<file path="config.mk">
export PLATFORM = sky130hd
export DESIGN_NAME = scan_master
export DESIGN_NICKNAME = d
export VERILOG_FILES = /design/src/rtl/scan_master_pkg.sv /design/src/rtl/scan_shift_reg.sv /design/src/rtl/scan_master.sv
export SDC_FILE = /design/constraint.sdc
export NUM_CORES = 1
export LEC_CHECK = 0
export BUFFER_PORTS_ARGS = -buffer_cell sky130_fd_sc_hd__buf_2
export CORE_ASPECT_RATIO = 0.6
export CORE_MARGIN = 2
export CORE_UTILIZATION = 45
export DETAILED_ROUTE_END_ITERATION = 7
export PLACE_DENSITY = 0.68
export SLEW_MARGIN = 0
export SYNTH_ARGS = -nofsm -noshare
export SYNTH_HDL_FRONTEND = slang
export SYNTH_SLANG_ARGS = --single-unit
export TNS_END_PERCENT = 30
</file>
<file path="constraint.sdc">
create_clock -name TCK -period 5.35 [get_ports TCK]
set_input_delay 0.535 -clock TCK [delete_from_list [all_inputs] [get_ports TCK]]
set_output_delay 0.535 -clock TCK [all_outputs]
set_load 0.05 [all_outputs]
</file>
<file path="src/rtl/scan_master_pkg.sv">
// Shared constants and FSM encoding for the scan_master JTAG command engine.
package scan_master_pkg;

  localparam logic [1:0] CMD_IR  = 2'b00;
  localparam logic [1:0] CMD_DR  = 2'b01;
  localparam logic [1:0] CMD_RST = 2'b10;

  localparam int RST_TMS_CNT = 5;

  typedef enum logic [3:0] {
    RST_SEQ,
    IDLE,
    SEL_DR,
    SEL_IR,
    CAPTURE,
    SHIFT,
    EXIT1,
    UPDATE,
    DRAIN,
    RESP
  } state_e;

endpackage

</file>
<file path="src/rtl/scan_shift_reg.sv">
// TDI shift-out register, TDO_LAT-deep capture-valid pipeline and the TDO capture register.
module scan_shift_reg
  import scan_master_pkg::*;
#(
  parameter int MAX_LEN = 32,
  parameter int TDO_LAT = 1,
  parameter int IDX_W   = 5
) (
  input  logic               clk_i,
  input  logic               rst_i,
  input  logic               load_i,
  input  logic [MAX_LEN-1:0] data_i,
  input  logic               adv_i,
  input  logic               shift_i,
  input  logic [IDX_W-1:0]   idx_i,
  input  logic               tdo_i,
  output logic               tdi_o,
  output logic [MAX_LEN-1:0] cap_o,
  output logic               busy_o
);

  logic [MAX_LEN-1:0] sreg_q;
  logic [MAX_LEN-1:0] cap_q;
  logic               tdi_q;
  logic               wr_en;
  logic [IDX_W-1:0]   wr_idx;

  always_ff @(posedge clk_i or posedge rst_i) begin
    if (rst_i) begin
      sreg_q <= '0;
      cap_q  <= '0;
      tdi_q  <= 1'b0;
    end else begin
      tdi_q <= adv_i & sreg_q[0];
      if (load_i) begin
        sreg_q <= data_i;
        cap_q  <= '0;
      end else begin
        if (adv_i) sreg_q <= sreg_q >> 1;
        if (wr_en) cap_q[wr_idx] <= tdo_i;
      end
    end
  end

  generate
    if (TDO_LAT == 0) begin : g_direct
      assign wr_en  = shift_i;
      assign wr_idx = idx_i;
      assign busy_o = 1'b0;
    end else begin : g_pipe
      logic [TDO_LAT-1:0]            v_q;
      logic [TDO_LAT-1:0][IDX_W-1:0] idx_q;

      always_ff @(posedge clk_i or posedge rst_i) begin
        if (rst_i) begin
          v_q   <= '0;
          idx_q <= '0;
        end else begin
          v_q[0]   <= shift_i;
          idx_q[0] <= idx_i;
          for (int i = 1; i < TDO_LAT; i++) begin
            v_q[i]   <= v_q[i-1];
            idx_q[i] <= idx_q[i-1];
          end
        end
      end

      assign wr_en  = v_q[TDO_LAT-1];
      assign wr_idx = idx_q[TDO_LAT-1];

      // busy means a capture is still due after the coming edge
      if (TDO_LAT > 1) begin : g_busy
        assign busy_o = |v_q[TDO_LAT-2:0];
      end else begin : g_nobusy
        assign busy_o = 1'b0;
      end
    end
  endgenerate

  assign tdi_o = tdi_q;
  assign cap_o = cap_q;

endmodule

</file>
<file path="src/rtl/scan_master.sv">
// Command-driven JTAG master: IR/DR scans and TAP reset with TDO capture, on TCK.
// Optional expected-TDO compare is enabled by SCAN_MASTER_TDO_CHECK_EN.
module scan_master
  import scan_master_pkg::*;
#(
  parameter int MAX_LEN = 32,
  parameter int LEN_W   = 6,
  parameter int IR_LEN  = 2,
  parameter int TDO_LAT = 1
) (
  input  logic               TCK,
  input  logic               TRST,
  input  logic               cmd_valid,
  output logic               cmd_ready,
  input  logic [1:0]         cmd_type,
  input  logic [LEN_W-1:0]   cmd_len,
  input  logic [MAX_LEN-1:0] cmd_data,
  output logic               rsp_valid,
  input  logic               rsp_ready,
  output logic [MAX_LEN-1:0] rsp_data,
  output logic               rsp_err,
  output logic               TMS,
  output logic               TDI,
  input  logic               TDO
`ifdef SCAN_MASTER_TDO_CHECK_EN
  ,
  input  logic [MAX_LEN-1:0] cmd_exp,
  input  logic [MAX_LEN-1:0] cmd_mask,
  output logic               rsp_mismatch
`endif
);

  localparam int IDX_W = (MAX_LEN > 1) ? $clog2(MAX_LEN) : 1;

  // state   | meaning (TMS driven in this cycle)
  // RST_SEQ | five TMS=1 edges then one TMS=0 edge into Run-Test/Idle
  // IDLE    | TMS=0, cmd_ready=1, waiting for a command
  // SEL_DR  | TMS=1, Idle -> Select-DR
  // SEL_IR  | TMS=1, Select-DR -> Select-IR (IR scans only)
  // CAPTURE | TMS=0 twice: into Capture, then into Shift (cnt 0/1)
  // SHIFT   | TMS=0, shift edge cnt (bits 0..N-2)
  // EXIT1   | TMS=1, last shift edge, Shift -> Exit1
  // UPDATE  | TMS=1, Exit1 -> Update
  // DRAIN   | TMS=0, Update -> Idle, waits out late captures
  // RESP    | response held until rsp_ready

  state_e             state_q;
  logic [LEN_W-1:0]   cnt_q;
  logic [LEN_W-1:0]   len_q;
  logic               ir_q;
  logic               rst_cmd_q;
  logic               tms_q;
  logic               cmd_ready_q;
  logic               rsp_valid_q;
  logic               rsp_err_q;

  logic               hs;
  logic               dr_legal;
  logic               shift_cur;
  logic               tdi_adv;
  logic               busy;
  logic [MAX_LEN-1:0] cap;

  always_comb begin
    hs        = cmd_valid & cmd_ready_q;
    dr_legal  = (cmd_len != '0) && (int'(cmd_len) <= MAX_LEN);
    shift_cur = (state_q == SHIFT) || (state_q == EXIT1);
    tdi_adv   = ((state_q == CAPTURE) && (cnt_q != '0)) || (state_q == SHIFT);
  end

  always_ff @(posedge TCK or posedge TRST) begin
    if (TRST) begin
      state_q     <= RST_SEQ;
      cnt_q       <= '0;
      len_q       <= '0;
      ir_q        <= 1'b0;
      rst_cmd_q   <= 1'b0;
      tms_q       <= 1'b1;
      cmd_ready_q <= 1'b0;
      rsp_valid_q <= 1'b0;
      rsp_err_q   <= 1'b0;
    end else begin
      case (state_q)
        RST_SEQ: begin
          if (cnt_q == LEN_W'(RST_TMS_CNT)) begin
            cnt_q <= '0;
            tms_q <= 1'b0;
            if (rst_cmd_q) begin
              state_q     <= RESP;
              rsp_valid_q <= 1'b1;
            end else begin
              state_q     <= IDLE;
              cmd_ready_q <= 1'b1;
            end
          end else begin
            cnt_q <= cnt_q + 1'b1;
            tms_q <= (cnt_q != LEN_W'(RST_TMS_CNT - 1));
          end
        end
        IDLE: begin
          tms_q <= 1'b0;
          if (hs) begin
            cmd_ready_q <= 1'b0;
            cnt_q       <= '0;
            rst_cmd_q   <= 1'b0;
            if (cmd_type == CMD_RST) begin
              state_q   <= RST_SEQ;
              tms_q     <= 1'b1;
              rst_cmd_q <= 1'b1;
            end else if (cmd_type == CMD_IR) begin
              state_q <= SEL_DR;
              tms_q   <= 1'b1;
              ir_q    <= 1'b1;
              len_q   <= LEN_W'(IR_LEN);
            end else if ((cmd_type == CMD_DR) && dr_legal) begin
              state_q <= SEL_DR;
              tms_q   <= 1'b1;
              ir_q    <= 1'b0;
              len_q   <= cmd_len;
            end else begin
              state_q     <= RESP;
              rsp_valid_q <= 1'b1;
              rsp_err_q   <= 1'b1;
            end
          end
        end
        SEL_DR: begin
          state_q <= ir_q ? SEL_IR : CAPTURE;
          tms_q   <= ir_q;
          cnt_q   <= '0;
        end
        SEL_IR: begin
          state_q <= CAPTURE;
          tms_q   <= 1'b0;
        end
        CAPTURE: begin
          if (cnt_q == '0) begin
            cnt_q <= LEN_W'(1);
            tms_q <= 1'b0;
          end else begin
            cnt_q <= '0;
            if (len_q == LEN_W'(1)) begin
              state_q <= EXIT1;
              tms_q   <= 1'b1;
            end else begin
              state_q <= SHIFT;
              tms_q   <= 1'b0;
            end
          end
        end
        SHIFT: begin
          cnt_q <= cnt_q + 1'b1;
          if (cnt_q == len_q - LEN_W'(2)) begin
            state_q <= EXIT1;
            tms_q   <= 1'b1;
          end else begin
            tms_q <= 1'b0;
          end
        end
        EXIT1: begin
          state_q <= UPDATE;
          tms_q   <= 1'b1;
        end
        UPDATE: begin
          state_q <= DRAIN;
          tms_q   <= 1'b0;
          cnt_q   <= '0;
        end
        DRAIN: begin
          tms_q <= 1'b0;
          if (!busy) begin
            state_q     <= RESP;
            rsp_valid_q <= 1'b1;
          end
        end
        RESP: begin
          tms_q <= 1'b0;
          if (rsp_ready) begin
            state_q     <= IDLE;
            rsp_valid_q <= 1'b0;
            rsp_err_q   <= 1'b0;
            cmd_ready_q <= 1'b1;
          end
        end
        default: begin
          state_q <= RST_SEQ;
          cnt_q   <= '0;
          tms_q   <= 1'b1;
        end
      endcase
    end
  end

  scan_shift_reg #(
    .MAX_LEN (MAX_LEN),
    .TDO_LAT (TDO_LAT),
    .IDX_W   (IDX_W)
  ) u_shift (
    .clk_i   (TCK),
    .rst_i   (TRST),
    .load_i  (hs),
    .data_i  (cmd_data),
    .adv_i   (tdi_adv),
    .shift_i (shift_cur),
    .idx_i   (cnt_q[IDX_W-1:0]),
    .tdo_i   (TDO),
    .tdi_o   (TDI),
    .cap_o   (cap),
    .busy_o  (busy)
  );

`ifdef SCAN_MASTER_TDO_CHECK_EN
  logic [MAX_LEN-1:0] exp_q;
  logic [MAX_LEN-1:0] mask_q;
  logic               scan_q;
  logic [LEN_W-1:0]   eff_len;
  logic [MAX_LEN-1:0] len_mask;

  always_comb begin
    eff_len  = (cmd_type == CMD_IR) ? LEN_W'(IR_LEN) : cmd_len;
    len_mask = '0;
    for (int i = 0; i < MAX_LEN; i++) len_mask[i] = (i < int'(eff_len));
  end

  always_ff @(posedge TCK or posedge TRST) begin
    if (TRST) begin
      exp_q  <= '0;
      mask_q <= '0;
      scan_q <= 1'b0;
    end else if (hs) begin
      exp_q  <= cmd_exp;
      mask_q <= cmd_mask & len_mask;
      scan_q <= (cmd_type == CMD_IR) || ((cmd_type == CMD_DR) && dr_legal);
    end
  end

  assign rsp_mismatch = rsp_valid_q & scan_q & (|((cap ^ exp_q) & mask_q));
`endif

  assign cmd_ready = cmd_ready_q;
  assign rsp_valid = rsp_valid_q;
  assign rsp_err   = rsp_err_q;
  assign rsp_data  = cap;
  assign TMS       = tms_q;

endmodule

</file>
# Word level (Yosys, flattened, before mapping)
# Index checks and enable logic that the tools add are counted.
word_totals:
  ff_bits: 93
  latch_bits: 0
  mem_bits_rw: 0
  romBits: 0
  out_inout_bits: 37
  n_memories: 0
op_classes:
  n_addsub: 2
  multipliers: 0
  div: 0
  order_cmp: 3
  n_eq_ne: 25
  shift: 0
  muxes: 51
  n_bitwise: 4
  reduce_logical: 26
op_table:
  columns: ["op", "n"]
  rows:
  - ["32-bit 2-to-1 mux", 4]
  - ["4-bit one-hot mux with 10 select lines", 1]
  - ["4-bit 2-to-1 mux", 9]
  - ["32-bit bitwise mux", 1]
  - ["6-bit one-hot mux with 5 select lines", 1]
  - ["1-bit 2-to-1 mux", 24]
  - ["6-bit 2-to-1 mux", 4]
  - ["2-bit inequality test, second input constant", 9]
  - ["4-bit by 3-bit equality test with 1-bit output, second input constant", 4]
  - ["6-bit nonzero test", 2]
  - ["5-bit AND reduction", 2]
  - ["4-bit by 2-bit equality test with 1-bit output, second input constant", 2]
  - ["4-bit equality test, second input constant", 2]
  - ["8-bit AND reduction", 1]
  - ["2-bit nonzero test", 4]
  - ["4-bit OR reduction", 2]
  - ["6-bit by 1-bit adder with 6-bit output, second input constant", 1]
  - ["6-bit by 1-bit equality test with 1-bit output, second input constant", 1]
  - ["6-bit by 3-bit equality test with 1-bit output, second input constant", 1]
  - ["6-bit equality test", 1]
  - ["6-bit <= comparator, second input constant", 1]
  - ["6-bit zero test", 1]
  - ["5-bit by 6-bit less-than comparator with 1-bit output, second input constant", 1]
  - ["6-bit by 3-bit inequality test with 1-bit output, second input constant", 1]
  - ["other kinds (24)", 31]

# Depth between registers and ports, before layout
depth:
  ltp_word: 8
  ltp_mapped: 7
  mapped_depth_nobuf: 7

# Cells and area by module
# Synthesis repeated with hierarchy kept, for this count alone.
unflattened:
  hier_cells: 481
  hier_area_um2: 4898.4
by_module_without_submodules:
  columns: ["mod", "instances", "cells_each", "area_per_inst_um2", "seq_area_each_um2"]
  rows:
  - ["scan_shift_reg", 1, 300, 3259.4, 1776.7]
  - ["scan_master", 1, 181, 1639.1, 551.8]

# Worst setup path before layout
# Ideal clock, no wire load.
synth_path:
  path_type: "flip-flop to flip-flop"
  startpoint: "reg cmd_ready_q (netlist: cmd_ready)"
  endpoint: "reg len_q[0]"
  setup_time_ns: 0.125
  arrival_ns: 1.730
  setup_slack_ns: 3.495
  stages_incl_launch_ff: 7
  synth_period_minus_slack_ns: 1.855
  path_cell_list: "dfrtp_1 and2_1 buf_4 nand2_4 a211o_1 buf_6 mux2_4"
synth_between:
  elab_chain_cells: 2
synth_lines:
  columns: ["item", "line", "text"]
  rows:
  - ["start: declaration", "scan_master.sv:53", "logic cmd_ready_q;"]
  - ["start signal: assignment", "scan_master.sv:79", "cmd_ready_q <= 1'b0;"]
  - ["start signal: assignment", "scan_master.sv:93", "cmd_ready_q <= 1'b1;"]
  - ["start signal: assignment", "scan_master.sv:103", "cmd_ready_q <= 1'b0;"]
  - ["1-bit AND", "scan_master.sv:65", "hs = cmd_valid & cmd_ready_q;"]
  - ["4-bit AND reduction (no line)", null, null]
  - ["end signal: assignment", "scan_master.sv:114", "len_q <= LEN_W'(IR_LEN);"]
  - ["end signal: assignment", "scan_master.sv:119", "len_q <= cmd_len;"]
  - ["end: declaration", "scan_master.sv:49", "logic [LEN_W-1:0] len_q;"]
# No other way between the ends.
# A chain may end at the register's enable or synchronous reset.

# Worst setup path in the final report
layout_path:
  startpoint: "reg state_q[0]"
  endpoint: "reg len_q[3]"
layout_between:
  elab_chain_cells: 2
layout_lines:
  columns: ["item", "line", "text"]
  rows:
  - ["start: declaration", "scan_master.sv:47", "state_e state_q;"]
  - ["start signal: assignment", "scan_master.sv:128", "state_q <= ir_q ? SEL_IR : CAPTURE;"]
  - ["4-bit by 1-bit equality test with 1-bit output", "scan_master.sv:83", "case (state_q)"]
  - ["4-bit AND reduction (no line)", null, null]
# No other way between the ends.

==> results.yml <==
floorplan:
  die_x_um: 137
  rows: 29
  die_area_sq_um: 11500
  initial_core_util_pct: 45.7
  die_y_um: 83.9
  io_pins: 82
  design.core.area_sq_um: 10500
power:
  cellPowerDensity_nw_per_um2: 552
  ir_drop_v: 0.000280
  p_leak_nw: 2.54
place:
  io_buffer_count: 81
  gp_congestion: 0.824
  place_area_sq_um: 5250
  dp_hpwl_um: 7250
timing:
  rsz0062_at_grt: "no"
  fin_crit_ns: 2.30
  fin_setup_tns_ns: 0
  timing.fmax_ghz: 0.435
  skew_ns: 0.00505
  period_share_pct: 42.9
  slew_headroom_pct: 37.6
  tightest_slew_ns: 0.934
  maxSlewViolCount: 0
  setup_viol: 0
  hold-worst-slack_ns: 0.283
  hold_viol: 0
worst_setup_path:
  crit_start: "state_q[0]$_DFFE_PP0P_"
  startpoint_type: "flop"
  criticalPathCategory: "reg -> reg"
  crit_path_max_fanout: 18
  reg2reg_from: "state_q[0]$_DFFE_PP0P_"
  end_kind: "flop"
  cp.arrival_ns: 2.52
  cp_data_required_time_ns: 5.58
synth:
  yosys_warnings: 0
  synth_cell_type_count: 61
  synth_nets: 570
  netlist_area_sq_um: 4790
  async_reset_ff_share_pct: 100
  synth_edf_count: 0
  synth_area_per_cell_sq_um: 9.20
  syn_inst: 521
  seq_area_frac_synth_pct: 48.6
  synth_seq_cells: 93
  synthFlopType: "dfrtp_1"
clock_network:
  cts_made_buffers: 9
  post_cts_buffers: 0
  cts_resized: 0
  clk_latency_ns: 0.34
  cts_max_path_buffers: 2
  cts_htree_levels: 3
  path_clk_slew_ns: 0.06
  tritoncts: "built"
  clock_sinks: 93
  root_buffer: "clkbuf_16"
  cts_hold_buf: 0
status:
  outcome: "completed"
detailed_routing:
  vias_per_cell: 5.43
  drcViolationCount: 0
  wl_um: 10500
  drt-initial-drc-count: 350
  firstDrtPassIters: 5
  wire_per_inst_um: 14.5
  ant_nets: 0
  num_vias: 3929
global_routing:
  grt_pass1_wl_um: 17400
  track_usage_pct: 19.1
  grt_max_degree: 98
  antenna_found_initial: 0
  grt-ovfl-total: 0
  grt_pass1_vias: 3537
layout:
  postLayoutCoreUtil_pct: 52.9
  drive_above_1_share_pct: 19.9
  nFillCells: 986
  stdcell_area_sq_um: 5550
  area_growth_pct: 15.7
  diodes: 0
  fin_nets: 628
hold_path:
  hold_path_class: "in -> async"
flow_run:
  cap_viol_max_count: 0
## area by class of cell
class	instances	area, sq um	area share (%)
Sequential cell	93	2330	42.0
Multi-Input combinational cell	383	2280	41.2
Timing Repair Buffer	84	428	7.71
Clock buffer	11	243	4.38
Tap cell	139	174	3.14
Clock inverter	5	58.8	1.06
Inverter	8	31.3	0.564
## report_power, final
part	total, mW	switching, mW	internal [mW]
clock	0.640	0.264	0.376
combinational	1.25	0.731	0.516
sequential	1.17	0.249	0.926
total	3.06	1.24	1.82
## worst max-delay path: stages, from the launching register on
cell and delay [ns]:
dfrtp_1 0.69, nor3b_4 0.40, and2b_4 0.26, nand2_4 0.07, a211o_1 0.41, mux2_4 0.34
## metrics by stage
stage	worst slack [ns]	power, mW	std cells
floorplan	2.40	2.15	521
global placement	3.17	2.39	707
detailed placement	3.10	2.42	707
CTS	3.09	3.07	723
global route	2.94	3.28	723
finish	3.05	3.06	723
## cell usage after synthesis (2+ instances only)
| cell type | instances | share of area (%) |
|---|---|---|
| clkbuf_1 | 27 | 2.1 |
| nor2b_1 | 8 | 1.0 |
| a22o_1 | 3 | 0.55 |
| nor3b_1 | 5 | 0.78 |
| nand2b_1 | 7 | 0.91 |
| mux2_4 | 4 | 1.3 |
| o211a_1 | 2 | 0.42 |
| a21oi_1 | 41 | 4.3 |
| a2111oi_0 | 2 | 0.37 |
| a31oi_1 | 4 | 0.52 |
| a211oi_1 | 2 | 0.31 |
| o22ai_1 | 2 | 0.26 |
| nor3_1 | 7 | 0.73 |
| dfrtp_1 | 92 | 48 |
| buf_4 | 2 | 0.31 |
| xnor2_1 | 6 | 1.1 |
| and2_1 | 2 | 0.26 |
| nand3_1 | 19 | 2.0 |
| o31ai_1 | 2 | 0.31 |
| a21o_1 | 2 | 0.31 |
| o21ai_1 | 31 | 3.2 |
| o21ai_0 | 25 | 2.6 |
| nor2_1 | 29 | 2.3 |
| o21a_1 | 3 | 0.47 |
| and3_1 | 3 | 0.39 |
| nand3b_1 | 5 | 0.78 |
| mux2i_1 | 35 | 7.3 |
| a211o_1 | 3 | 0.55 |
| nor4_1 | 3 | 0.39 |
| ha_1 | 4 | 1.0 |
| inv_1 | 8 | 0.63 |
| buf_2 | 5 | 0.52 |
| buf_1 | 2 | 0.16 |
| nand4_1 | 2 | 0.26 |
| xor2_1 | 3 | 0.55 |
| o21bai_1 | 2 | 0.31 |
| nand2_1 | 95 | 7.4 |
## path summary, 6_finish.rpt
check | end | slack (ns) | cells after the start
min | u_shift.sreg_q[7]$_DFFE_PP0P_ | 0.28 | 2
min reg2reg | u_shift.cap_o[5]$_DFFE_PP0P_ | 0.52 | 2
max | len_q[3]$_DFFE_PP0P_ | 3.05 | 5
min in group TCK | u_shift.sreg_q[6]$_DFFE_PP0P_ | 0.40 | 3
max in group asynchronous | u_shift.cap_o[4]$_DFFE_PP0P_ | 3.97 | 3
max reg2reg | len_q[3]$_DFFE_PP0P_ | 3.05 | 5
## kinds of logic after synthesis
kind of cell,Yosys count,share of synthesized area [%]
multiplexers,39,8.56
XOR/XNOR,9,1.64
flip-flops,93,48.6
adder cells (fa/ha/maj),4,1.04
AND/OR/NAND/NOR,195,19.4
buffers and inverters,45,3.97
AO/OA/AOI/OAI,136,16.8
## per-layer routing
metal	track usage (%)	share of wire, %
met5	0	0
met4	4.78	1.0
met3	4.92	7.1
met2	25.9	41
met1	29.8	51
## cell usage in the layout, fill, tap and decap left out, types with 6 or more instances in the layout
cell type,netlist,final
nand2_1,95,95
dfrtp_1,92,92
buf_2,5,81
a21oi_1,41,41
mux2i_1,35,35
o21ai_1,31,31
nor2_1,29,29
o21ai_0,25,25
nand3_1,19,19
clkbuf_16,0,9
nor2b_1,8,8
inv_1,8,7
nand2b_1,7,7
nor3_1,7,7
xnor2_1,6,6
## state kept, by name, summed over array words and instances (netlist names), 4 cells and up
signal                flops
cnt_q                     6
len_q                     6
state_q                   4
u_shift.cap_o            32
u_shift.g_pipe.idx_q      5
u_shift.sreg_q           32
(Power assumes the default switching activity.)
